$ cat config.mk
export PLATFORM = sky130hd
export DESIGN_NAME = step_seq_fsm
export DESIGN_NICKNAME = d
export VERILOG_FILES = /design/src/rtl/step_seq_fsm.sv
export SDC_FILE = /design/constraint.sdc
export NUM_CORES = 1
export LEC_CHECK = 0
export ABC_AREA = 1
export CORE_ASPECT_RATIO = 0.75
export CORE_MARGIN = 1
export CORE_UTILIZATION = 62
export CTS_CLUSTER_SIZE = 10
export DETAILED_ROUTE_END_ITERATION = 7
export PLACE_DENSITY = 0.84
export SLEW_MARGIN = 20
export SYNTH_ARGS = -nofsm -noshare
export SYNTH_HDL_FRONTEND = slang
export SYNTH_SLANG_ARGS = --single-unit
$ cat constraint.sdc
create_clock -name clk -period 2.3 [get_ports clk]
set_input_delay 0.345 -clock clk [delete_from_list [all_inputs] [get_ports clk]]
set_output_delay 0.345 -clock clk [all_outputs]
set_load 0.01 [all_outputs]
$ cat src/rtl/step_seq_fsm.sv
// -----------------------------------------------------------------------------
// step_seq_fsm
//
// Purpose:
//   This is a tick-paced step sequencer. A free-running divider produces a
//   one-clk "tick" every DIV_MAX+1 clocks. All state changes and count updates
//   happen only on tick cycles.
//   - The asynchronous "go" request is synchronised by two flops and then
//     sampled on ticks to give go_f.
//   - A two-state FSM (IDLE/RUN) steps the counter once when RUN is entered.
//   - While in RUN, it steps once per tick if rpt is high.
//   - Up/down steps either wrap or saturate. Any step that wraps or clamps
//     raises a one-clk limit pulse.
//
// Configuration:
//   STEP_SEQ_DEBOUNCE_EN (macro)
//     Defined:   go_f only changes after go_s has differed from go_f on
//                DEB_TICKS consecutive ticks.
//     Undefined: go_f is go_s as sampled on each tick.
//
// Parameters:
//   DIV_MAX   : tick period is DIV_MAX+1 clk cycles
//   CNT_W     : counter width
//   STEP      : amount added or subtracted per step (1 .. 2^CNT_W-1)
//   SAT       : 0 = wrap modulo 2^CNT_W, 1 = saturate at 0 / 2^CNT_W-1
//   DEB_TICKS : debounce stability length in ticks (1..15)
//
// Ports:
//   clk   in   system clock
//   rst   in   asynchronous active-high reset
//   go    in   asynchronous request level
//   dir   in   count direction (0 up, 1 down), used on ticks only
//   rpt   in   repeat mode: step every tick while RUN and go_f held
//   count out  current count value (registered)
//   busy  out  high while the FSM is in RUN (registered); this is the FSM
//              state as seen from outside
//   done  out  combinational pulse on the tick that leaves RUN
//   limit out  one-clk pulse, registered with count, on a wrap or clamp
//
// Handshake:
//   There is no valid/ready pair.
//   - go is a level request.
//   - done is a single-clk completion pulse. It is asserted during the tick
//     cycle in which RUN exits because go_f has dropped.
//   - A reset never produces done.
// -----------------------------------------------------------------------------
module step_seq_fsm #(
  parameter int DIV_MAX   = 599999,
  parameter int CNT_W     = 4,
  parameter int STEP      = 1,
  parameter int SAT       = 0,
  parameter int DEB_TICKS = 3
) (
  input  logic             clk,
  input  logic             rst,
  input  logic             go,
  input  logic             dir,
  input  logic             rpt,
  output logic [CNT_W-1:0] count,
  output logic             busy,
  output logic             done,
  output logic             limit
);

  // ---------------------------------------------------------------------------
  // Tick divider: counts 0..DIV_MAX, tick while at DIV_MAX
  // ---------------------------------------------------------------------------
  localparam int DIV_W = (DIV_MAX > 0) ? $clog2(DIV_MAX + 1) : 1;
  localparam logic [DIV_W-1:0] DIV_LAST = DIV_MAX[DIV_W-1:0];

  logic [DIV_W-1:0] div_cnt;
  logic             tick;

  assign tick = (div_cnt == DIV_LAST);

  always_ff @(posedge clk or posedge rst) begin
    if (rst) begin
      div_cnt <= '0;
    end else if (tick) begin
      div_cnt <= '0;
    end else begin
      div_cnt <= div_cnt + 1'b1;
    end
  end

  // ---------------------------------------------------------------------------
  // go synchroniser
  // ---------------------------------------------------------------------------
  logic go_m;
  logic go_s;

  always_ff @(posedge clk or posedge rst) begin
    if (rst) begin
      go_m <= 1'b0;
      go_s <= 1'b0;
    end else begin
      go_m <= go;
      go_s <= go_m;
    end
  end

  // ---------------------------------------------------------------------------
  // Filtered request.
  // go_f_nxt is the value go_f takes at the end of this cycle. The FSM
  // decides on go_f_nxt rather than go_f, so the tick that samples (or
  // debounce-qualifies) a new request value is also the tick that acts on it.
  // ---------------------------------------------------------------------------
  logic go_f;
  logic go_f_nxt;

`ifdef STEP_SEQ_DEBOUNCE_EN
  localparam logic [3:0] DEB_LAST = 4'(DEB_TICKS - 1);

  // deb_cnt counts consecutive mismatching ticks minus one. Any tick where
  // go_s agrees with go_f restarts the run from zero.
  logic [3:0] deb_cnt;
  logic [3:0] deb_cnt_nxt;

  always_comb begin
    go_f_nxt    = go_f;
    deb_cnt_nxt = deb_cnt;
    if (tick) begin
      if (go_s != go_f) begin
        if (deb_cnt == DEB_LAST) begin
          go_f_nxt    = go_s;
          deb_cnt_nxt = '0;
        end else begin
          deb_cnt_nxt = deb_cnt + 4'd1;
        end
      end else begin
        deb_cnt_nxt = '0;
      end
    end
  end

  always_ff @(posedge clk or posedge rst) begin
    if (rst) begin
      deb_cnt <= '0;
    end else begin
      deb_cnt <= deb_cnt_nxt;
    end
  end
`else
  always_comb begin
    go_f_nxt = go_f;
    if (tick) begin
      go_f_nxt = go_s;
    end
  end
`endif

  always_ff @(posedge clk or posedge rst) begin
    if (rst) begin
      go_f <= 1'b0;
    end else begin
      go_f <= go_f_nxt;
    end
  end

  // ---------------------------------------------------------------------------
  // Step arithmetic.
  // The add and subtract are done one bit wider than the counter. The extra
  // MSB is the carry for an up-step, or the borrow for a down-step.
  // ---------------------------------------------------------------------------
  localparam logic [CNT_W:0]   STEP_V  = STEP[CNT_W:0];
  localparam logic [CNT_W-1:0] CNT_TOP = {CNT_W{1'b1}};
  localparam bit               SAT_EN  = (SAT != 0);

  logic [CNT_W:0]   up_sum;
  logic [CNT_W:0]   dn_diff;
  logic [CNT_W-1:0] step_val;
  logic             step_lim;

  assign up_sum  = {1'b0, count} + STEP_V;
  assign dn_diff = {1'b0, count} - STEP_V;

  always_comb begin
    step_val = up_sum[CNT_W-1:0];
    step_lim = 1'b0;
    if (dir) begin
      step_lim = dn_diff[CNT_W];
      if (dn_diff[CNT_W] && SAT_EN) begin
        step_val = '0;
      end else begin
        step_val = dn_diff[CNT_W-1:0];
      end
    end else begin
      step_lim = up_sum[CNT_W];
      if (up_sum[CNT_W] && SAT_EN) begin
        step_val = CNT_TOP;
      end else begin
        step_val = up_sum[CNT_W-1:0];
      end
    end
  end

  // ---------------------------------------------------------------------------
  // FSM
  // ---------------------------------------------------------------------------
  typedef enum logic {
    IDLE = 1'b0,
    RUN  = 1'b1
  } state_t;

  state_t state;
  state_t state_nxt;
  logic   step_en;

  always_comb begin
    state_nxt = state;
    step_en   = 1'b0;
    done      = 1'b0;
    if (tick) begin
      case (state)
        IDLE: begin
          if (go_f_nxt) begin
            state_nxt = RUN;
            step_en   = 1'b1;
          end
        end
        RUN: begin
          if (go_f_nxt) begin
            step_en = rpt;
          end else begin
            state_nxt = IDLE;
            done      = 1'b1;
          end
        end
        default: begin
          state_nxt = IDLE;
        end
      endcase
    end
  end

  always_ff @(posedge clk or posedge rst) begin
    if (rst) begin
      state <= IDLE;
      busy  <= 1'b0;
      count <= '0;
      limit <= 1'b0;
    end else begin
      state <= state_nxt;
      busy  <= (state_nxt == RUN);
      limit <= step_en & step_lim;
      if (step_en) begin
        count <= step_val;
      end
    end
  end

endmodule
==> run_results.csv <==
group,metric,value,unit
cts,tritoncts,"built",
layout,fin_nets,229,
layout,area_growth,13.2,%
synthesis,avgSynthCellArea,8.28,µm²
placement,placed_cell_area,1830,µm²
setup_path,worstPathRequired,1960,ps
global_route,track_usage,0.271,
die,io_pins,12,
setup_path,critPathMaxFanout,5,
cts,h-tree-depth,1,
sta,hold_violations,0,
synthesis,synthTopCellsByCount,"36 x inv_1, 31 x nand2_1, 28 x dfrtp_1",
sta,slew_violations,0,
synthesis,seq_area_frac_synth,0.421,
min_path,hold_path_class,"in -> async",
synthesis,synth.most_common_cell,"inv_1",
sta,worst_slew_pin_slew,347,ps
cts,clk_latency,330,ps
global_route,antenna_found_initial,0,
die,die_area,2900,µm²
cts,cts_sinks,28,
setup_path,crit_type,"reg -> out",
cts,clock_path_buffers,2,
power_and_ir_drop,p_per_area,401,nW/µm²
cts,cts-hold-fix-buffers,0,
synthesis,synth_top_area_frac,0.421,
cts,root_buffer,"clkbuf_4",
synthesis,ys_types,30,
detailed_routing,drc,0,
flow_run,cap_violations,0,
sta,setup_viol,0,
sta,clock_skew,10.4,ps
setup_path,end_kind,"output pin",
synthesis,synth_top_flop_cell,"dfrtp_1",
outcome,outcome,"finished, final reports clean",
detailed_routing,vias,1346,
setup_path,critPathLaunchType,"flip-flop",
layout,fin_area,1880,µm²
detailed_routing,wl_per_cell,13.1,µm
setup_path,reg2reg_from,"div_cnt[0]$_DFF_PP0_",
placement,io_buffers,11,
detailed_routing,drt_iter0_drc,104,
synthesis,syn_inst,201,
global_route,gr-total-overflow,0,
cts,clkSlewWorstSetupHoldPaths,150,ps
sta,fin_crit,2150,ps
sta,rsz0062_at_grt,"no",
global_route,first_global_vias,1202,
setup_path,startpoint,"div_cnt[0]$_DFF_PP0_",
global_route,grt_first_pass_wirelength,5560,µm
setup_path,cp.arrival,1810,ps
layout,drive_above_1_share,0.182,
layout,diodes,0,
power_and_ir_drop,vdd_drop_max,0.000363,V
synthesis,synth_seq_cells,28,
placement,gp_congestion,0.917,
synthesis,yosysTopAreaCell,"dfrtp_1",
sta,fin_tns_setup,0,ps
sta,layout_worst_path_cycle_share,0.935,
sta,fmax,465,MHz
die,die_h,46.9,µm
detailed_routing,wirelength,3330,µm
power_and_ir_drop,totalPowerFinal,756,µW
sta,relSlewSlack,0.769,
synthesis,syn-num-nets,209,
global_route,grt_max_degree,29,
synthesis,syn_area,1660,µm²
cts,cts_buffers,3,
synthesis,synth_area_leaders,"dfrtp_1 42%, inv_1 8.1%, nand2_1 7.0%",
synthesis,synth-edff-count,0,
die,coreArea,2420,µm²
power_and_ir_drop,leakage,0.000893,µW
die,die_x,61.8,µm
die,rows,15,
detailed_routing,ant_nets,0,
placement,dp_hpwl,2650,µm
synthesis,async_flop_share,1.00,
synthesis,yosys_warnings,0,
detailed_routing,drtPass1Iterations,4,
die,start_util,0.687,
detailed_routing,viasPerCell,5.30,
-- per-stage QoR --
stage / cells / hold WS, ps / util / setup slack [ps]
3_3_place_gp: 248 / 335 / 0.757 / 198
5_1_grt: 254 / 384 / 0.778 / 26.1
4_1_cts: 254 / 371 / 0.778 / 127
2_1_floorplan: 201 / 331 / - / 623
3_5_place_dp: 248 / 347 / 0.757 / 120
6_report: 254 / 359 / 0.778 / 149
-- path summary, 6_finish.rpt --
kind | slack, ps | end | cells past startpoint
worst max-delay path | 150 | done | 6
worst min-delay path | 360 | div_cnt[11]$_DFF_PP0_ | 3
worst max register to register | 640 | count[0]$_DFFE_PP0P_ | 8
worst min register to register | 370 | go_s$_DFF_PP0_ | 0
max in group asynchronous | 1680 | count[3]$_DFFE_PP0P_ | 3
min in group clk | 370 | go_s$_DFF_PP0_ | 0
-- state kept, by name (all words and copies together) (netlist names) --
register,flops
div_cnt,20
count,4
go_m,1
limit,1
state,1
go_s,1
-- critical path, stage by stage, from the launching register on --
cell and delay (ps):
dfrtp_1 400, ha_2 240, nand3_2 170, nor2_4 170, nand3_4 70, nor3_1 140
dlygate4sd2_1 290
-- where the power goes --
group	internal [µW]	switching (µW)	total [µW]
clock	96.9	141	238
sequential	494	1.19	495
combinational	8.63	14.3	23.0
total	600	156	756
-- timing repair --
| action | CTS | global route |
|---|---|---|
| hold endpoints to repair | 0 | 0 |
| buffers inserted | 2 | 0 |
| setup endpoints to repair | 1 | 0 |
| gates resized for setup | 2 | 0 |
-- metal layers --
layer  global-route usage  part of all wire  vias up
li1                     -                 -      677
met1                0.410              0.49      628
met2                0.406              0.43       39
met3               0.0689             0.069        2
met4               0.0311            0.0042        0
met5                    0                 0        -
-- layout make-up --
type,instances,area (µm²)
multi-input cells,133,807
flip-flops and latches,28,701
fillers,172,537
inverters,39,151
repair buffers,16,146
well taps,34,42.5
clock buffers,4,36.3
-- logic make-up (layout without fill, tap and decap cells) --
| kind of cell | Yosys count | after routing | share of synthesized area |
|---|---|---|---|
| simple gates | 108 | 108 | 0.361 |
| buf+inv | 40 | 59 | 0.0955 |
| flops | 28 | 28 | 0.421 |
| compound gates | 11 | 11 | 0.0421 |
| xor+xnor | 11 | 11 | 0.0579 |
| fa+ha+maj | 3 | 3 | 0.0226 |
-- cell usage in the layout, fill, tap and decap left out, types with 3 or more instances in the layout --
cell	instances
buf_4	5
clkbuf_4	3
clkdlybuf4s50_1	10
dfrtp_1	28
inv_1	36
nand2_1	31
nand2_2	4
nand3_1	4
nand3_2	4
nand4_1	15
nor2_1	25
nor2_2	6
nor2_4	4
nor3_1	7
o21ai_1	3
xnor2_1	4
xor2_1	7
Power figures use the tool's default switching activity.
